--- config.mk ---
export PLATFORM = sky130hd
export DESIGN_NAME = regfile_debug_dumper_flat
export DESIGN_NICKNAME = d
export VERILOG_FILES = /design/src/rtl/regfile_debug_dumper_if.sv /design/src/rtl/regfile_debug_dumper.sv /design/src/flat_wrapper.sv
export SDC_FILE = /design/constraint.sdc
export NUM_CORES = 1
export LEC_CHECK = 0
export CORE_MARGIN = 1
export CORE_UTILIZATION = 35
export DETAILED_ROUTE_END_ITERATION = 8
export GPL_ROUTABILITY_DRIVEN = 0
export PLACE_DENSITY = 0.64
export SYNTH_ARGS = -nofsm -noshare
export SYNTH_HDL_FRONTEND = slang
export SYNTH_SLANG_ARGS = --single-unit
--- constraint.sdc ---
create_clock -name clk -period 2.1 [get_ports clk]
set_clock_uncertainty 0.1 [all_clocks]
set_input_delay 0.21 -clock clk [delete_from_list [all_inputs] [get_ports clk]]
set_output_delay 0.21 -clock clk [all_outputs]
set_load 0.1 [all_outputs]
--- src/rtl/regfile_debug_dumper_if.sv ---
// Register-file debug port plus TX byte stream bundle for the debug dumper.
// master = the dumper; slave = the register file / transmitter side.
interface regfile_debug_dumper_if #(
  parameter int NUM_BITS  = 32,
  parameter int NUM_REGS  = 32,
  parameter int TAM_DIREC = $clog2(NUM_REGS)
);
  logic                 start;
  logic [TAM_DIREC-1:0] read_direc_debug;
  logic [NUM_BITS-1:0]  data_debug;
  logic [7:0]           tx_data;
  logic                 tx_valid;
  logic                 tx_ready;
  logic                 busy;
  logic                 done;

  modport master (
    input  start, data_debug, tx_ready,
    output read_direc_debug, tx_data, tx_valid, busy, done
  );

  modport slave (
    output start, data_debug, tx_ready,
    input  read_direc_debug, tx_data, tx_valid, busy, done
  );
endinterface

--- src/rtl/regfile_debug_dumper.sv ---
// Walks every register through the debug read port and streams each value
// MSB byte first over a valid/ready byte interface toward the debug UART.
module regfile_debug_dumper #(
  parameter int NUM_BITS  = 32,
  parameter int NUM_REGS  = 32,
  parameter int TAM_DIREC = $clog2(NUM_REGS)
) (
  input  logic clk,
  input  logic rst,
  regfile_debug_dumper_if.master dbg
);

  localparam int NUM_BYTES = NUM_BITS / 8;
  localparam int BCW       = (NUM_BYTES > 1) ? $clog2(NUM_BYTES) : 1;

  localparam logic [TAM_DIREC-1:0] LAST_ADDR = TAM_DIREC'(NUM_REGS - 32'sd1);
  localparam logic [TAM_DIREC-1:0] ADDR_ONE  = TAM_DIREC'(1'b1);
  localparam logic [BCW-1:0]       LAST_BYTE = BCW'(NUM_BYTES - 32'sd1);
  localparam logic [BCW-1:0]       BYTE_ONE  = BCW'(1'b1);

  typedef enum logic [1:0] {
    ST_IDLE = 2'd0,
    ST_READ = 2'd1,
    ST_SEND = 2'd2,
    ST_DONE = 2'd3
  } state_t;

  state_t               state_r;
  state_t               state_next_s;
  logic [TAM_DIREC-1:0] addr_r;
  logic [BCW-1:0]       byte_cnt_r;
  logic [NUM_BITS-1:0]  shift_r;
  logic                 busy_r;
  logic                 valid_r;
  logic                 done_r;
  logic                 busy_next_s;
  logic                 valid_next_s;
  logic                 done_next_s;
  logic                 accept_s;
  logic                 last_byte_s;
  logic                 last_addr_s;

  // valid_r is exactly "in SEND", so ready only ever reaches next-state logic
  assign accept_s    = valid_r & dbg.tx_ready;
  assign last_byte_s = (byte_cnt_r == LAST_BYTE);
  assign last_addr_s = (addr_r == LAST_ADDR);

  // State register together with the registered state-decoded outputs
  always_ff @(posedge clk or posedge rst) begin
    if (rst) begin
      state_r <= ST_IDLE;
      busy_r  <= 1'b0;
      valid_r <= 1'b0;
      done_r  <= 1'b0;
    end else begin
      state_r <= state_next_s;
      busy_r  <= busy_next_s;
      valid_r <= valid_next_s;
      done_r  <= done_next_s;
    end
  end

  // Next-state logic: start is only honoured from IDLE
  always_comb begin
    state_next_s = state_r;
    case (state_r)
      ST_IDLE: begin
        if (dbg.start) begin
          state_next_s = ST_READ;
        end else begin
          state_next_s = ST_IDLE;
        end
      end
      ST_READ: state_next_s = ST_SEND;
      ST_SEND: begin
        if (!accept_s) begin
          state_next_s = ST_SEND;
        end else if (!last_byte_s) begin
          state_next_s = ST_SEND;
        end else if (!last_addr_s) begin
          state_next_s = ST_READ;
        end else begin
          state_next_s = ST_DONE;
        end
      end
      ST_DONE: state_next_s = ST_IDLE;
      default: state_next_s = ST_IDLE;
    endcase
  end

  // Output decode from the upcoming state so the outputs land registered
  always_comb begin
    busy_next_s  = 1'b0;
    valid_next_s = 1'b0;
    done_next_s  = 1'b0;
    case (state_next_s)
      ST_IDLE: begin
        busy_next_s = 1'b0;
      end
      ST_READ: begin
        busy_next_s = 1'b1;
      end
      ST_SEND: begin
        busy_next_s  = 1'b1;
        valid_next_s = 1'b1;
      end
      ST_DONE: begin
        busy_next_s = 1'b1;
        done_next_s = 1'b1;
      end
      default: begin
        busy_next_s = 1'b0;
      end
    endcase
  end

  // Datapath: address walk, byte counter and MSB-first shift register
  always_ff @(posedge clk or posedge rst) begin
    if (rst) begin
      addr_r     <= {TAM_DIREC{1'b0}};
      byte_cnt_r <= {BCW{1'b0}};
      shift_r    <= {NUM_BITS{1'b0}};
    end else begin
      case (state_r)
        ST_IDLE: begin
          if (dbg.start) begin
            addr_r <= {TAM_DIREC{1'b0}};
          end
        end
        ST_READ: begin
          // register file data settled on the falling edge of this cycle
          shift_r    <= dbg.data_debug;
          byte_cnt_r <= {BCW{1'b0}};
        end
        ST_SEND: begin
          if (accept_s) begin
            if (!last_byte_s) begin
              shift_r    <= shift_r << 4'd8;
              byte_cnt_r <= byte_cnt_r + BYTE_ONE;
            end else if (!last_addr_s) begin
              addr_r <= addr_r + ADDR_ONE;
            end
          end
        end
        ST_DONE: begin
          addr_r  <= {TAM_DIREC{1'b0}};
          shift_r <= {NUM_BITS{1'b0}};
        end
        default: begin
          addr_r <= {TAM_DIREC{1'b0}};
        end
      endcase
    end
  end

  assign dbg.read_direc_debug = addr_r;
  assign dbg.tx_data          = shift_r[NUM_BITS-1 -: 8];
  assign dbg.tx_valid         = valid_r;
  assign dbg.busy             = busy_r;
  assign dbg.done             = done_r;

  regfile_debug_dumper_chk #(
    .NUM_REGS  (NUM_REGS),
    .TAM_DIREC (TAM_DIREC)
  ) u_chk (
    .clk      (clk),
    .rst      (rst),
    .tx_valid (valid_r),
    .tx_ready (dbg.tx_ready),
    .tx_data  (shift_r[NUM_BITS-1 -: 8]),
    .addr     (addr_r),
    .busy     (busy_r),
    .done     (done_r)
  );

endmodule

// Protocol properties of the dumper's outputs.
module regfile_debug_dumper_chk #(
  parameter int NUM_REGS  = 32,
  parameter int TAM_DIREC = $clog2(NUM_REGS)
) (
  input logic                 clk,
  input logic                 rst,
  input logic                 tx_valid,
  input logic                 tx_ready,
  input logic [7:0]           tx_data,
  input logic [TAM_DIREC-1:0] addr,
  input logic                 busy,
  input logic                 done
);
  localparam logic [TAM_DIREC-1:0] LAST_ADDR = TAM_DIREC'(NUM_REGS - 32'sd1);

  a_hold_until_accept: assert property (@(posedge clk) disable iff (rst)
    (tx_valid && !tx_ready) |=> (tx_valid && $stable(tx_data)));

  a_addr_in_range: assert property (@(posedge clk) disable iff (rst)
    addr <= LAST_ADDR);

  a_done_shape: assert property (@(posedge clk) disable iff (rst)
    done |-> (busy && !tx_valid));

  a_valid_implies_busy: assert property (@(posedge clk) disable iff (rst)
    tx_valid |-> busy);
endmodule

--- src/flat_wrapper.sv ---
// flat-port wrapper written by rule: the top's interface ports become plain ports
module regfile_debug_dumper_flat 
#(
  parameter int NUM_BITS  = 32,
  parameter int NUM_REGS  = 32,
  parameter int TAM_DIREC = $clog2(NUM_REGS)
)
  (clk, rst, dbg_start, dbg_data_debug, dbg_tx_ready, dbg_read_direc_debug, dbg_tx_data, dbg_tx_valid, dbg_busy, dbg_done);
  regfile_debug_dumper_if #(.NUM_BITS(NUM_BITS), .NUM_REGS(NUM_REGS), .TAM_DIREC(TAM_DIREC)) dbg_i ();
  input  logic clk;
  input  logic rst;
  input wire logic [$bits(dbg_i.start)-1:0] dbg_start;
  input wire logic [$bits(dbg_i.data_debug)-1:0] dbg_data_debug;
  input wire logic [$bits(dbg_i.tx_ready)-1:0] dbg_tx_ready;
  output wire logic [$bits(dbg_i.read_direc_debug)-1:0] dbg_read_direc_debug;
  output wire logic [$bits(dbg_i.tx_data)-1:0] dbg_tx_data;
  output wire logic [$bits(dbg_i.tx_valid)-1:0] dbg_tx_valid;
  output wire logic [$bits(dbg_i.busy)-1:0] dbg_busy;
  output wire logic [$bits(dbg_i.done)-1:0] dbg_done;
  assign dbg_i.start = dbg_start;
  assign dbg_i.data_debug = dbg_data_debug;
  assign dbg_i.tx_ready = dbg_tx_ready;
  assign dbg_read_direc_debug = dbg_i.read_direc_debug;
  assign dbg_tx_data = dbg_i.tx_data;
  assign dbg_tx_valid = dbg_i.tx_valid;
  assign dbg_busy = dbg_i.busy;
  assign dbg_done = dbg_i.done;
  regfile_debug_dumper #(.NUM_BITS(NUM_BITS), .NUM_REGS(NUM_REGS), .TAM_DIREC(TAM_DIREC)) u_core (.clk(clk), .rst(rst), .dbg(dbg_i));
endmodule
==> report_table.html, run 1 <==
<table>
<tr><th>Metric</th><th>Value</th></tr>
<tr><th colspan="2">Critical path</th></tr>
<tr><td>Sort of element at the end of the critical path</td><td>flop</td></tr>
<tr><td>Start point of the critical path</td><td>u_core.dbg.read_direc_debug[1]</td></tr>
<tr><td>Critical path's largest stage delay</td><td>510 ps</td></tr>
<tr><td>Required time worst endpoint</td><td>2190 ps</td></tr>
<tr><td>Critical path launch point type</td><td>flop</td></tr>
<tr><td>Arrival time at the worst endpoint</td><td>1960 ps</td></tr>
<tr><td>Kind of critical path</td><td>reg2reg</td></tr>
<tr><td>Startpoint of the worst register-to-register path</td><td>u_core.dbg.read_direc_debug[1]</td></tr>
<tr><td>Peak fanout along the critical path</td><td>5</td></tr>
<tr><td>Worst-path cell chain</td><td>ha_4 &gt; inv_2 &gt; nor3_1 &gt; ha_2 &gt; and4b_1 &gt; a211oi_1 &gt; a211o_1</td></tr>
<tr><td>Cell with the largest stage delay on the worst path</td><td>dfrtp_4</td></tr>
<tr><td>Terminus of the critical flop-to-flop path</td><td>u_core.dbg.read_direc_debug[2]</td></tr>
<tr><td>R2R depth</td><td>7</td></tr>
<tr><td>Setup slack of the most critical reg-to-reg path</td><td>~230 ps</td></tr>
<tr><td>Critical path capture point</td><td>u_core.dbg.read_direc_debug[2]</td></tr>
<tr><th colspan="2">CTS</th></tr>
<tr><td>Number of post-CTS setup repair buffers</td><td>0</td></tr>
<tr><td>Post-cts resize count</td><td>0</td></tr>
<tr><td>Hold Buf Count CTS</td><td>0</td></tr>
<tr><td>Inserted Clock Buffers</td><td>5</td></tr>
<tr><td>H-tree levels</td><td>2</td></tr>
<tr><td>Number of buffers between clock root and the deepest sink</td><td>2</td></tr>
<tr><td>TritonCTS clock tree</td><td>yes</td></tr>
<tr><td>Clock transition at the register clock pins on the worst setup and hold paths after CTS</td><td>90 ps</td></tr>
<tr><td>Clock tree root driver cell</td><td>clkbuf_8</td></tr>
<tr><td>Clock sink count</td><td>44</td></tr>
<tr><td>Clock latency at the later pin of the worst-skew pair</td><td>about 300 ps</td></tr>
<tr><th colspan="2">Synthesis</th></tr>
<tr><td>Most used standard cell by instance count after synthesis</td><td>dfrtp_1</td></tr>
<tr><td>Synthesis warning total</td><td>0</td></tr>
<tr><td>Yosys top cell area share</td><td>0.4955</td></tr>
<tr><td>Async S/R FF share, synth</td><td>1.000</td></tr>
<tr><td>Dominant cell type by area after synthesis</td><td>dfrtp_1</td></tr>
<tr><td>Number of enable-type register cells in the synthesized netlist</td><td>0</td></tr>
<tr><td>Flip-flop and latch count after synthesis</td><td>44</td></tr>
<tr><td>Gate count of the mapped netlist</td><td>199</td></tr>
<tr><td>Cell types with the highest counts after synthesis</td><td>dfrtp_1, mux2i_1, o22ai_1, a22oi_1, buf_4</td></tr>
<tr><td>Synthesized netlist net count</td><td>between 200 and 250</td></tr>
<tr><td>Synth area leaders</td><td>dfrtp_1, mux2i_1, a22oi_1</td></tr>
<tr><td>Sequential area share after synthesis</td><td>0.4955</td></tr>
<tr><td>Top FF cell, synth</td><td>dfrtp_1</td></tr>
<tr><td>Avg Synthesized Cell Area</td><td>around 11 µm²</td></tr>
<tr><td>Mapped Area</td><td>2222 µm²</td></tr>
<tr><td>Number of distinct library cell variants in the gate-level netlist after synthesis</td><td>37</td></tr>
<tr><th colspan="2">Finish</th></tr>
<tr><td>Design Area, Final</td><td>approximately 2900 µm²</td></tr>
<tr><td>Number of nets in the final layout</td><td>278</td></tr>
<tr><td>Fill cell total of the finished layout</td><td>599</td></tr>
<tr><td>Layout Cells excl Fill</td><td>314</td></tr>
<tr><td>Fraction of final layout cells sized beyond drive strength 1</td><td>0.1757</td></tr>
<tr><td>Number of inserted diodes</td><td>0</td></tr>
<tr><td>Area delta synth-&gt;final</td><td>28.83%</td></tr>
<tr><th colspan="2">Floorplan</th></tr>
<tr><td>Die width</td><td>81.68 µm</td></tr>
<tr><td>Die Outline Area</td><td>6672 µm²</td></tr>
<tr><td>Starting density of the core</td><td>0.3688</td></tr>
<tr><td>Std cell rows</td><td>28</td></tr>
<tr><td>IO Pins</td><td>52</td></tr>
<tr><td>Height of the die</td><td>81.68 µm</td></tr>
<tr><td>Total core area</td><td>approximately 6000 µm²</td></tr>
<tr><th colspan="2">STA</th></tr>
<tr><td>Final setup viols</td><td>0</td></tr>
<tr><td>Slew HR</td><td>0.6561</td></tr>
<tr><td>Maximum frequency from static timing analysis</td><td>about 530 MHz</td></tr>
<tr><td>Final Hold Viols</td><td>0</td></tr>
<tr><td>Final setup TNS</td><td>0 ps</td></tr>
<tr><td>Setup repair after global routing missed its margin</td><td>no</td></tr>
<tr><td>Max-slew violation count</td><td>0</td></tr>
<tr><td>Post-route fraction of the period consumed by the critical path</td><td>0.8910</td></tr>
<tr><td>Min Tclk post-route</td><td>1871 ps</td></tr>
<tr><td>Worst Max-Slew Pin Slew</td><td>515.8 ps</td></tr>
<tr><th colspan="2">Drt</th></tr>
<tr><td>Number of design-rule violations left by the first detailed-router iteration</td><td>120</td></tr>
<tr><td>WL per Instance</td><td>15.55 µm</td></tr>
<tr><td>Vias per cell</td><td>about 5.6</td></tr>
<tr><td>Drt first pass iters</td><td>4</td></tr>
<tr><td>Total routed wirelength</td><td>4884 µm</td></tr>
<tr><td>Remaining DRCs</td><td>0</td></tr>
<tr><td>Via count</td><td>1743</td></tr>
<tr><td>Post-DRT Antenna Nets</td><td>0</td></tr>
<tr><th colspan="2">GRT</th></tr>
<tr><td>Total track usage</td><td>0.1609</td></tr>
<tr><td>Wire length of the first global-routing pass</td><td>8031 µm</td></tr>
<tr><td>Number of global-route vias before repair</td><td>1615</td></tr>
<tr><td>Largest net degree at the start of global routing</td><td>27</td></tr>
<tr><td>Number of antenna violations at the first check in global routing</td><td>0</td></tr>
<tr><td>Grt total ovfl</td><td>0</td></tr>
<tr><th colspan="2">Pwr</th></tr>
<tr><td>Max rail drop VDD</td><td>1.096 mV</td></tr>
<tr><td>Switch Pwr</td><td>1.899 mW</td></tr>
<tr><td>Pwr/cell area</td><td>1491 nW/µm²</td></tr>
<tr><td>Clock network fraction of design power</td><td>0.178</td></tr>
<tr><td>Part of the total power dissipated in sequential elements</td><td>0.349</td></tr>
<tr><td>Leakage power of the design</td><td>1.183 nW</td></tr>
<tr><td>Logic pwr share</td><td>0.473</td></tr>
<tr><td>Switching Fraction</td><td>0.4448</td></tr>
<tr><td>Internal Pwr Total</td><td>2.370 mW</td></tr>
<tr><th colspan="2">Status</th></tr>
<tr><td>Run status</td><td>completed</td></tr>
<tr><th colspan="2">Placement</th></tr>
<tr><td>Total instance count after detailed placement</td><td>307</td></tr>
<tr><td>Placed cell area</td><td>2734 µm²</td></tr>
<tr><td>DP HPWL</td><td>3308 µm</td></tr>
<tr><td>Buffers added on ports</td><td>51</td></tr>
<tr><th colspan="2">Flow run</th></tr>
<tr><td>Count of maximum capacitance violations</td><td>0</td></tr>
<tr><th colspan="2">Worst hold path</th></tr>
<tr><td>Type of the worst min-delay path</td><td>in2async</td></tr>
</table>
[through the flow]
stage	utilization	hold WS [ps]	setup WS (ps)	total power [mW]
finish	0.4751	146.2	228.9	4.270
global route	0.4751	204.9	154.6	4.533
CTS	0.4751	161.0	226.7	4.295
detailed placement	0.4537	382.8	227.1	3.527
global placement	0.4537	384.7	260.6	3.482
floorplan	-	232.5	1.443	3.172
[layout make-up]
class,instances,area (µm²),area share
clock buffers,5,68.82,0.02404
repair buffers,58,548.0,0.1914
flip-flops and latches,44,1114,0.3890
well taps,75,93.84,0.03278
multi-input cells,123,952.2,0.3326
clock inverters,2,60.06,0.02098
inverters,7,26.28,0.009178
[kinds of logic after synthesis]
family          after synthesis  synth area share
buf+inv                      32           0.08277
xor+xnor                      1          0.003942
fa+ha+maj                     3           0.01689
mux                          28            0.1261
simple gates                 25           0.06927
compound gates               66            0.2055
flops                        44            0.4955
[worst max-delay path: cells and delay by family, from the launching register on]
kind / cells / cell delay, ps
buf+inv: 1 / 50
simple gates: 2 / 380
fa+ha+maj: 2 / 350
compound gates: 2 / 370
flops: 1 / 510
[layer usage]
metal,share of wire,vias up,GRT usage
met4,0.015,0,0.05789
met5,0,-,0
met2,0.43,54,0.2292
li1,-,821,-
met1,0.50,862,0.2367
met3,0.048,6,0.03667
[cell usage in the layout (no fill, tap or decap), types with 5 or more instances in the layout]
cell type and count:
clkbuf_8 5, a22o_1 8, o22ai_1 19, nand2_1 8, buf_4 21, a22oi_1 18, mux2i_1 28, dfrtp_1 38
o21ai_1 7, clkdlybuf4s50_1 35, inv_1 5
[state kept, by name, indices dropped and copies added (netlist names)]
register and flops:
u_core.shift_r 32, u_core.dbg.read_direc_debug 5, u_core.byte_cnt_r 2, u_core.state_r 2
u_core.dbg.busy 1, u_core.dbg.done 1, u_core.dbg.tx_valid 1
[power by group through the flow]
stage / Combinational [mW] / Clock (mW) / Sequential, mW
floorplan: 1.67 / 0 / 1.50
global placement: 1.98 / 0 / 1.50
detailed placement: 2.02 / 0 / 1.51
CTS: 2.03 / 0.776 / 1.49
global route: 2.18 / 0.808 / 1.54
finish: 2.02 / 0.759 / 1.49
[worst min path at each step]
stage / slack, ps / end / depth (start not counted)
after floorplan: 230 / u_core.shift_r[27] / 2
after global placement: 380 / u_core.shift_r[0] / 1
after detailed placement: 380 / u_core.shift_r[7] / 1
after CTS: 160 / u_core.shift_r[5] / 2
after global routing: 200 / u_core.shift_r[5] / 2
final: 150 / u_core.shift_r[5] / 2
No activity file was read; power rests on OpenSTA's default activity.
==> run 2: changes to the inputs <==
- CTS_BUF_LIST: not set -> sky130_fd_sc_hd__clkbuf_8
- clock period: 2.1 -> 1.82 ns (I/O delays scaled with it)
==> run 2 against run 1 <==
The run now ends with setup timing left; core utilization is 2.7 points higher; critical path depth is the same; highest routed layer unchanged; die area did not move; routed wire length grew 0.35%.
==> report_table.html, run 2 (synthesis gave the netlist of run 1 again) <==
<table>
<tr><th>Metric</th><th>Value</th></tr>
<tr><th colspan="2">Floorplan</th></tr>
<tr><td>IO Pins</td><td>52 (unchanged)</td></tr>
<tr><td>Die Outline Area</td><td>6672 µm² (unchanged)</td></tr>
<tr><td>Total core area</td><td>6026 µm² (unchanged)</td></tr>
<tr><td>Std cell rows</td><td>28 (unchanged)</td></tr>
<tr><td>Height of the die</td><td>81.68 µm (unchanged)</td></tr>
<tr><td>Die width</td><td>81.68 µm (unchanged)</td></tr>
<tr><td>Starting density of the core</td><td>0.3688 (unchanged)</td></tr>
<tr><th colspan="2">GRT</th></tr>
<tr><td>Total track usage</td><td>0.1580 (was 0.1609)</td></tr>
<tr><td>Wire length of the first global-routing pass</td><td>7955 µm (was 8031 µm)</td></tr>
<tr><td>Grt total ovfl</td><td>0 (unchanged)</td></tr>
<tr><td>Largest net degree at the start of global routing</td><td>45 (was 27)</td></tr>
<tr><td>Number of antenna violations at the first check in global routing</td><td>0 (unchanged)</td></tr>
<tr><td>Number of global-route vias before repair</td><td>1622 (was 1615)</td></tr>
<tr><th colspan="2">Drt</th></tr>
<tr><td>Post-DRT Antenna Nets</td><td>0 (unchanged)</td></tr>
<tr><td>WL per Instance</td><td>15.22 µm (was 15.55 µm)</td></tr>
<tr><td>Via count</td><td>1703 (was 1743)</td></tr>
<tr><td>Number of design-rule violations left by the first detailed-router iteration</td><td>105 (was 120)</td></tr>
<tr><td>Total routed wirelength</td><td>4901 µm (was 4884 µm)</td></tr>
<tr><td>Vias per cell</td><td>5.289 (was 5.551)</td></tr>
<tr><td>Drt first pass iters</td><td>4 (unchanged)</td></tr>
<tr><td>Remaining DRCs</td><td>0 (unchanged)</td></tr>
<tr><th colspan="2">CTS</th></tr>
<tr><td>Clock tree root driver cell</td><td>clkbuf_8 (unchanged)</td></tr>
<tr><td>Inserted Clock Buffers</td><td>5 (unchanged)</td></tr>
<tr><td>TritonCTS clock tree</td><td>yes (unchanged)</td></tr>
<tr><td>Clock sink count</td><td>44 (unchanged)</td></tr>
<tr><td>H-tree levels</td><td>2 (unchanged)</td></tr>
<tr><td>Clock latency at the later pin of the worst-skew pair</td><td>300 ps (about the same)</td></tr>
<tr><td>Number of buffers between clock root and the deepest sink</td><td>2 (unchanged)</td></tr>
<tr><td>Clock transition at the register clock pins on the worst setup and hold paths after CTS</td><td>80 ps (was 90 ps)</td></tr>
<tr><th colspan="2">Pwr</th></tr>
<tr><td>Overall power</td><td>4.954 mW (was 4.270 mW)</td></tr>
<tr><td>Pwr/cell area</td><td>1636 nW/µm² (was 1491 nW/µm²)</td></tr>
<tr><td>Max rail drop VDD</td><td>1.164 mV (was 1.096 mV)</td></tr>
<tr><td>Leakage power of the design</td><td>1.234 nW (was 1.183 nW)</td></tr>
<tr><th colspan="2">Placement</th></tr>
<tr><td>DP HPWL</td><td>3330 µm (was 3308 µm)</td></tr>
<tr><td>Placed cell area</td><td>2885 µm² (was 2734 µm²)</td></tr>
<tr><td>Pre-CTS WS</td><td>-9.112 ps (was 227.1 ps)</td></tr>
<tr><td>Buffers added on ports</td><td>51 (unchanged)</td></tr>
<tr><th colspan="2">STA</th></tr>
<tr><td>Max-slew violation count</td><td>0 (unchanged)</td></tr>
<tr><td>Worst Max-Slew Pin Slew</td><td>403.7 ps (was 515.8 ps)</td></tr>
<tr><td>Setup repair after global routing missed its margin</td><td>yes (was no)</td></tr>
<tr><td>Smallest hold slack</td><td>118.1 ps (was 146.2 ps)</td></tr>
<tr><td>Min Tclk post-route</td><td>1840 ps (was 1871 ps)</td></tr>
<tr><td>Final Hold Viols</td><td>0 (unchanged)</td></tr>
<tr><td>Slew HR</td><td>0.7309 (was 0.6561)</td></tr>
<tr><td>Maximum frequency from static timing analysis</td><td>543.5 MHz (was 534.5 MHz)</td></tr>
<tr><td>Final Worst Setup Slack</td><td>-19.98 ps (was 228.9 ps)</td></tr>
<tr><td>Post-route fraction of the period consumed by the critical path</td><td>1.011 (was 0.8910)</td></tr>
<tr><td>Final setup viols</td><td>2 (was 0)</td></tr>
<tr><th colspan="2">Finish</th></tr>
<tr><td>Number of inserted diodes</td><td>0 (unchanged)</td></tr>
<tr><td>Most frequent cells in the layout</td><td>dfrtp_1, clkdlybuf4s50_1, mux2i_1 (unchanged)</td></tr>
<tr><td>Largest register by flop count</td><td>u_core.shift_r (unchanged)</td></tr>
<tr><td>Most common cell after layout, fill and taps aside</td><td>dfrtp_1 (unchanged)</td></tr>
<tr><td>Area delta synth-&gt;final</td><td>36.26% (was 28.83%)</td></tr>
<tr><td>Number of nets in the final layout</td><td>285 (was 278)</td></tr>
<tr><td>Largest register FFs</td><td>32 (unchanged)</td></tr>
<tr><td>Fraction of final layout cells sized beyond drive strength 1</td><td>0.2227 (was 0.1757)</td></tr>
<tr><td>Design Area, Final</td><td>3028 µm² (was 2863 µm²)</td></tr>
<tr><th colspan="2">Critical path</th></tr>
<tr><td>Required time worst endpoint</td><td>1910 ps (was 2190 ps)</td></tr>
<tr><td>Peak fanout along the critical path</td><td>4 (was 5)</td></tr>
<tr><td>Terminus of the critical flop-to-flop path</td><td>u_core.dbg.read_direc_debug[2] (unchanged)</td></tr>
<tr><td>Setup slack of the most critical reg-to-reg path</td><td>-20 ps (was 230 ps)</td></tr>
<tr><td>Sort of element at the end of the critical path</td><td>flop (unchanged)</td></tr>
<tr><td>Critical path launch point type</td><td>flop (unchanged)</td></tr>
<tr><td>Startpoint of the worst register-to-register path</td><td>u_core.dbg.read_direc_debug[1] (unchanged)</td></tr>
<tr><td>Arrival time at the worst endpoint</td><td>1930 ps (was 1960 ps)</td></tr>
<tr><td>Kind of critical path</td><td>reg2reg (unchanged)</td></tr>
<tr><td>R2R depth</td><td>7 (unchanged)</td></tr>
<tr><th colspan="2">Status</th></tr>
<tr><td>Failing checks</td><td>setup timing</td></tr>
<tr><td>Run status</td><td>finished with violations (was completed)</td></tr>
<tr><th colspan="2">Flow run</th></tr>
<tr><td>Count of maximum capacitance violations</td><td>0 (unchanged)</td></tr>
<tr><th colspan="2">Worst hold path</th></tr>
<tr><td>Type of the worst min-delay path</td><td>in2async (unchanged)</td></tr>
</table>
==> run 2: final cells by class <==
class / count / area, µm²
sequential: 44 / 1120
tap: 75 / 93.84
inverter: 7 / 28.78
clock inverter: 3 / 46.29
clock buffer: 5 / 68.82
fill: 574 / 2998
multi-input combinational: 123 / 969.7
timing repair buffer: 65 / 700.7
==> run 2: where the power goes <==
| part | switching (mW) | internal, mW | total (mW) |
|---|---|---|---|
| logic | 1.55 | 0.942 | 2.49 |
| registers | 0.333 | 1.37 | 1.70 |
| clock network | 0.348 | 0.413 | 0.762 |
| total | 2.23 | 2.72 | 4.95 |
==> run 2: worst max path at each step <==
stage	startpoint	to	slack (ps)
detailed placement	u_core.dbg.read_direc_debug[1]	u_core.dbg.read_direc_debug[2]	-9
floorplan	u_core.dbg.read_direc_debug[1]	u_core.dbg.read_direc_debug[3]	-250
CTS	u_core.dbg.read_direc_debug[1]	u_core.dbg.read_direc_debug[3]	-1
global placement	u_core.dbg.read_direc_debug[1]	u_core.dbg.read_direc_debug[2]	20
global route	u_core.dbg.read_direc_debug[1]	u_core.dbg.read_direc_debug[3]	-70
finish	u_core.dbg.read_direc_debug[1]	u_core.dbg.read_direc_debug[2]	-20
==> run 2: per-stage QoR <==
| stage | utilization | instances | setup TNS, ps |
|---|---|---|---|
| floorplan | - | 199 | -629.5 |
| global placement | 0.4788 | 313 | 0 |
| detailed placement | 0.4788 | 313 | -9.112 |
| CTS | 0.4981 | 321 | -1.239 |
| global route | 0.5025 | 322 | -225.1 |
| finish | 0.5025 | 322 | -33.58 |
==> run 2: critical path, cell delays in order, from the launching register on <==
cell and delay, ps:
dfrtp_4 500, ha_4 180, inv_4 50, nor3_2 30
ha_2 180, and4b_2 330, a211oi_2 80, a211o_1 270
==> run 2: per-layer routing <==
layer	part of all wire	wire length [µm]	GRT usage	vias to the layer above
li1	-	-	-	837
met1	0.50	2456	0.2261	812
met2	0.44	2148	0.2342	47
met3	0.046	225	0.03667	7
met4	0.014	70	0.05263	0
met5	0	0	0	-
==> run 2: repair_timing <==
action / CTS / global route
hold buffers: 0 / 0
pin swaps: 1 / 5
buffers inserted: 0 / 1
endpoints found under the setup margin: 2 / 5
resized for setup: 1 / 4
gates cloned: 0 / 0
==> run 3: changes to the inputs <==
- MAX_ROUTING_LAYER: not set -> met4
- SLEW_MARGIN: not set -> 5
==> run 3 against run 2 <==
Via count up 0.18%; fmax about the same; worst setup slack about the same; the run still ends with setup timing left; cell area unchanged; die area unchanged.
==> report_table.html, run 3 (synthesis gave the netlist of run 1 again) <==
<table>
<tr><th>Metric</th><th>Value</th></tr>
<tr><th colspan="2">Critical path</th></tr>
<tr><td>Peak fanout along the critical path</td><td>4 (unchanged)</td></tr>
<tr><td>Critical path launch point type</td><td>flop (unchanged)</td></tr>
<tr><td>Startpoint of the worst register-to-register path</td><td>u_core.dbg.read_direc_debug[1] (unchanged)</td></tr>
<tr><td>Setup slack of the most critical reg-to-reg path</td><td>-20 ps (about the same)</td></tr>
<tr><td>Terminus of the critical flop-to-flop path</td><td>u_core.dbg.read_direc_debug[2] (unchanged)</td></tr>
<tr><td>Required time worst endpoint</td><td>1910 ps (about the same)</td></tr>
<tr><td>Arrival time at the worst endpoint</td><td>1930 ps (about the same)</td></tr>
<tr><td>Kind of critical path</td><td>reg2reg (unchanged)</td></tr>
<tr><td>Sort of element at the end of the critical path</td><td>flop (unchanged)</td></tr>
<tr><td>R2R depth</td><td>7 (unchanged)</td></tr>
<tr><th colspan="2">STA</th></tr>
<tr><td>Post-route fraction of the period consumed by the critical path</td><td>1.011 (about the same)</td></tr>
<tr><td>Maximum frequency from static timing analysis</td><td>543.4 MHz (was 543.5 MHz)</td></tr>
<tr><td>Final Hold Viols</td><td>0 (unchanged)</td></tr>
<tr><td>Worst Max-Slew Pin Slew</td><td>408.0 ps (was 403.7 ps)</td></tr>
<tr><td>Slew HR</td><td>0.7280 (was 0.7309)</td></tr>
<tr><td>Max-slew violation count</td><td>0 (unchanged)</td></tr>
<tr><td>Final setup viols</td><td>2 (unchanged)</td></tr>
<tr><td>Final Worst Setup Slack</td><td>-20.16 ps (was -19.98 ps)</td></tr>
<tr><td>Setup repair after global routing missed its margin</td><td>yes (unchanged)</td></tr>
<tr><td>Min Tclk post-route</td><td>1840 ps (about the same)</td></tr>
<tr><th colspan="2">Floorplan</th></tr>
<tr><td>Std cell rows</td><td>28 (unchanged)</td></tr>
<tr><td>Height of the die</td><td>81.68 µm (unchanged)</td></tr>
<tr><td>Die Outline Area</td><td>6672 µm² (unchanged)</td></tr>
<tr><td>IO Pins</td><td>52 (unchanged)</td></tr>
<tr><td>Starting density of the core</td><td>0.3688 (unchanged)</td></tr>
<tr><td>Total core area</td><td>6026 µm² (unchanged)</td></tr>
<tr><td>Die width</td><td>81.68 µm (unchanged)</td></tr>
<tr><th colspan="2">GRT</th></tr>
<tr><td>Largest net degree at the start of global routing</td><td>45 (unchanged)</td></tr>
<tr><td>Grt total ovfl</td><td>0 (unchanged)</td></tr>
<tr><td>Total track usage</td><td>0.1632 (was 0.1580)</td></tr>
<tr><td>Number of global-route vias before repair</td><td>1620 (was 1622)</td></tr>
<tr><td>Number of antenna violations at the first check in global routing</td><td>0 (unchanged)</td></tr>
<tr><td>Wire length of the first global-routing pass</td><td>7969 µm (was 7955 µm)</td></tr>
<tr><th colspan="2">CTS</th></tr>
<tr><td>Inserted Clock Buffers</td><td>5 (unchanged)</td></tr>
<tr><td>Hold Buf Count CTS</td><td>0 (unchanged)</td></tr>
<tr><td>Clock sink count</td><td>44 (unchanged)</td></tr>
<tr><td>Number of buffers between clock root and the deepest sink</td><td>2 (unchanged)</td></tr>
<tr><td>TritonCTS clock tree</td><td>yes (unchanged)</td></tr>
<tr><td>Clock latency at the later pin of the worst-skew pair</td><td>300 ps (about the same)</td></tr>
<tr><td>Clock tree root driver cell</td><td>clkbuf_8 (unchanged)</td></tr>
<tr><td>Clock transition at the register clock pins on the worst setup and hold paths after CTS</td><td>80 ps (about the same)</td></tr>
<tr><td>H-tree levels</td><td>2 (unchanged)</td></tr>
<tr><th colspan="2">Status</th></tr>
<tr><td>Run status</td><td>finished with violations (unchanged)</td></tr>
<tr><td>Failing checks</td><td>setup timing (unchanged)</td></tr>
<tr><th colspan="2">Finish</th></tr>
<tr><td>Largest register by flop count</td><td>u_core.shift_r (unchanged)</td></tr>
<tr><td>Number of inserted diodes</td><td>0 (unchanged)</td></tr>
<tr><td>Number of nets in the final layout</td><td>285 (unchanged)</td></tr>
<tr><td>Most common cell after layout, fill and taps aside</td><td>dfrtp_1 (unchanged)</td></tr>
<tr><td>Design Area, Final</td><td>3028 µm² (unchanged)</td></tr>
<tr><td>Fraction of final layout cells sized beyond drive strength 1</td><td>0.2227 (unchanged)</td></tr>
<tr><td>Largest register FFs</td><td>32 (unchanged)</td></tr>
<tr><td>Area delta synth-&gt;final</td><td>36.26% (unchanged)</td></tr>
<tr><td>Most frequent cells in the layout</td><td>dfrtp_1, clkdlybuf4s50_1, mux2i_1 (unchanged)</td></tr>
<tr><th colspan="2">Drt</th></tr>
<tr><td>Remaining DRCs</td><td>0 (unchanged)</td></tr>
<tr><td>Via count</td><td>1706 (was 1703)</td></tr>
<tr><td>Total routed wirelength</td><td>4910 µm (was 4901 µm)</td></tr>
<tr><td>WL per Instance</td><td>15.25 µm (was 15.22 µm)</td></tr>
<tr><td>Vias per cell</td><td>5.298 (was 5.289)</td></tr>
<tr><td>Drt first pass iters</td><td>4 (unchanged)</td></tr>
<tr><td>Number of design-rule violations left by the first detailed-router iteration</td><td>100 (was 105)</td></tr>
<tr><td>Post-DRT Antenna Nets</td><td>0 (unchanged)</td></tr>
<tr><th colspan="2">Placement</th></tr>
<tr><td>Buffers added on ports</td><td>51 (unchanged)</td></tr>
<tr><td>Placed cell area</td><td>2885 µm² (unchanged)</td></tr>
<tr><td>DP HPWL</td><td>3330 µm (unchanged)</td></tr>
<tr><th colspan="2">Pwr</th></tr>
<tr><td>Max rail drop VDD</td><td>1.164 mV (about the same)</td></tr>
<tr><td>Pwr/cell area</td><td>1637 nW/µm² (was 1636 nW/µm²)</td></tr>
<tr><td>Overall power</td><td>4.956 mW (was 4.954 mW)</td></tr>
<tr><td>Leakage power of the design</td><td>1.234 nW (unchanged)</td></tr>
<tr><th colspan="2">Worst hold path</th></tr>
<tr><td>Type of the worst min-delay path</td><td>in2async (unchanged)</td></tr>
<tr><th colspan="2">Flow run</th></tr>
<tr><td>Count of maximum capacitance violations</td><td>0 (unchanged)</td></tr>
</table>
## run 3: cell counts in the layout (fill, tap and decap cells not counted)
No cell type changed its count.
## run 3: what timing repair did
action	CTS	global route
setup buffers	0	1
setup endpoints to repair	2	5
resized for setup	1	4
gates cloned	0	0
pin swaps	1	5
## run 3: per-stage QoR
step | setup WS, ps | utilization | hold WS, ps | instances | setup TNS [ps]
2_1_floorplan | -254.4 | - | 204.5 | 199 | -629.5
3_3_place_gp | 21.31 | 0.4788 | 383.4 | 313 | 0
3_5_place_dp | -9.112 | 0.4788 | 383.4 | 313 | -9.112
4_1_cts | -1.239 | 0.4981 | 118.9 | 321 | -1.239
5_1_grt | -73.87 | 0.5025 | 147.0 | 322 | -225.1
6_report | -20.16 | 0.5025 | 117.7 | 322 | -34.06
## run 3: routing by layer
metal	vias up	global-route usage	routed length, µm
li1	835	-	-
met1	815	0.2282	2474
met2	50	0.2342	2141
met3	6	0.03556	244
met4	0	0.05263	50
met5	-	-	0
## run 3: cell type report
type | instances | area [µm²]
inverters | 7 | 28.78
fillers | 574 | 2998
flip-flops and latches | 44 | 1120
clock buffers | 5 | 68.82
multi-input cells | 123 | 969.7
clock inverters | 3 | 46.29
well taps | 75 | 93.84
repair buffers | 65 | 700.7
## run 3: where the power goes
| group | switching (mW) | internal, mW |
|---|---|---|
| clock network | 0.348 | 0.413 |
| registers | 0.335 | 1.37 |
| logic | 1.55 | 0.942 |
| total | 2.23 | 2.72 |
## run 3: how the worst max path moves through the flow
| stage | from | to | depth (start not counted) |
|---|---|---|---|
| 2_1_floorplan | u_core.dbg.read_direc_debug[1] | u_core.dbg.read_direc_debug[3] | 7 |
| 3_5_place_dp | u_core.dbg.read_direc_debug[1] | u_core.dbg.read_direc_debug[2] | 7 |
| 6_report | u_core.dbg.read_direc_debug[1] | u_core.dbg.read_direc_debug[2] | 7 |
| 4_1_cts | u_core.dbg.read_direc_debug[1] | u_core.dbg.read_direc_debug[3] | 7 |
| 5_1_grt | u_core.dbg.read_direc_debug[1] | u_core.dbg.read_direc_debug[3] | 7 |
| 3_3_place_gp | u_core.dbg.read_direc_debug[1] | u_core.dbg.read_direc_debug[2] | 7 |
## run 3: worst max-delay path, cell delays in order (launching register included)
cell and delay [ps]:
dfrtp_4 500, ha_4 180, inv_4 50, nor3_2 30
ha_2 180, and4b_2 330, a211oi_2 80, a211o_1 270
==> RTL edit, RTL diff (config.mk and constraints of run 1) <==
`NUM_BITS` is set to 32 in 3 places; all go to 64.
--- a/src/rtl/regfile_debug_dumper_if.sv
+++ b/src/rtl/regfile_debug_dumper_if.sv
@@ -3,3 +3,3 @@
 interface regfile_debug_dumper_if #(
-  parameter int NUM_BITS  = 32,
+  parameter int NUM_BITS  = 64,
   parameter int NUM_REGS  = 32,
--- a/src/rtl/regfile_debug_dumper.sv
+++ b/src/rtl/regfile_debug_dumper.sv
@@ -3,3 +3,3 @@
 module regfile_debug_dumper #(
-  parameter int NUM_BITS  = 32,
+  parameter int NUM_BITS  = 64,
   parameter int NUM_REGS  = 32,
--- a/src/flat_wrapper.sv
+++ b/src/flat_wrapper.sv
@@ -3,3 +3,3 @@
 #(
-  parameter int NUM_BITS  = 32,
+  parameter int NUM_BITS  = 64,
   parameter int NUM_REGS  = 32,
Ports: changed (resized dbg_data_debug); port bits go from 52 to 84. No check against the original RTL was run, so the function may have changed too.
==> RTL edit against run 1 <==
- hold slack better by 0.077 ns
- sequential cell count is 33 higher
- die area is 69% higher
- synthesized cell count is 110% higher
- total power is 52% higher
- sequential power is 63% higher
- worst setup slack worse by 0.15 ns
- global-route usage hardly changed
- clock power is 50% higher
- design area is 69% higher
- routed wire length is 74% higher
- synthesized area is 71% higher
- fmax is 7.3% lower
- combinational power is 45% higher
- critical path type unchanged
- critical endpoint is now u_core.dbg.read_direc_debug[0]
- largest cell class unchanged
==> RTL edit: results (changes against run 1) <==
Status: finished, final reports clean (unchanged)
Placed Area: 0.004628 mm2 (was 0.002734 mm2)
Share of the yosys chip area belonging to registers: 50.69% (was 49.55%)
Global-route wire length before repair: 14280 um (was 8031 um)
Port Buffers: 83 (was 51)
Post-synthesis xor/xnor area fraction: 0% (was 0.3941%)
Post-DP HPWL: 5730 um (was 3308 um)
LEAKAGE: 2.088 nW (was 1.183 nW)
Critical Path Source: u_core.dbg.read_direc_debug[0] (was u_core.dbg.read_direc_debug[1])
Least-Margin Pin Slew: 0.5087 ns (was 0.5158 ns)
Routed wire length: 8498 um (was 4884 um)
Largest net degree at the start of global routing: 78 (was 27)
Num CTS Buffers: 9 (was 5)
Adder-cell share of the synthesized area: 1.317% (was 1.689%)
Cell variety after synth: 33 (was 37)
H-tree depth: 3 (was 2)
GR Util All Layers: 16.07% (was 16.09%)
DRT Pass-1 Iters: 5 (was 4)
Clk_lat worst skew: 0.34 ns (was 0.30 ns)
Post-synthesis compound-gate area fraction: 17.87% (was 20.55%)
End point of the critical path: u_core.dbg.read_direc_debug[0] (was u_core.dbg.read_direc_debug[2])
VDD IR max: 0.0007020 V (was 0.001096 V)
Setup WS pre-CTS: 0.03916 ns (was 0.2271 ns)
Fillers: 1061 (was 599)
Via count: 2993 (was 1743)
R2R Setup Slk: 0.08 ns (was 0.23 ns)
Top post-synthesis cells by count: dfrtp_1, nand2_1, nor2b_1 (was dfrtp_1, mux2i_1, o22ai_1)
Arrival @ worst endpoint: 2.15 ns (was 1.96 ns)
Largest cells by area after synthesis: dfrtp_1, nor2b_1, a21oi_1 (was dfrtp_1, mux2i_1, a22oi_1)
Share of layout cells above drive strength 1: 11.00% (was 17.57%)
Nets@finish: 549 (was 278)
Placed cell count: 602 (was 307)
Period utilization: 96.11% (was 89.10%)
Syn_nets: 486 (was 238)
Number of flip-flops in the largest register: 64 (was 32)
Worst hold slack: 0.2232 ns (was 0.1462 ns)
Cells after Synth: 414 (was 199)
Mux contribution to synthesized area: 0.5596% (was 12.61%)
Detailed-route wire length per cell: 13.75 um (was 15.55 um)
RTL edit: final cells by class:
| cell class | instances | share of cell area [%] |
|---|---|---|
| inverter | 1 | 0.1550 |
| clock buffer | 13 | 3.282 |
| sequential | 77 | 40.05 |
| multi-input combinational | 298 | 33.64 |
| tap | 136 | 3.514 |
| clock inverter | 3 | 0.9044 |
| timing repair buffer | 90 | 18.45 |
RTL edit: repair_timing:
item                       CTS  global route
buffers inserted             0             0
resized for setup            0             3
setup endpoints to repair    0             5
hold buffers                 0             0
RTL edit: where the power goes:
group	total, mW	internal [mW]	switching, mW	leakage [nW]
sequential	2.43	2.08	0.357	0.982
combinational	2.93	0.979	1.95	1.00
clock	1.14	0.616	0.524	0.104
total	6.50	3.67	2.83	2.09
RTL edit: metal layers:
metal | wire (um) | vias up | global-route usage [%]
li1 | - | 1507 | -
met3 | 365 | 5 | 4.108
met2 | 4247 | 81 | 26.67
met5 | 0 | - | 0
met4 | 34 | 0 | 4.067
met1 | 3851 | 1400 | 20.84
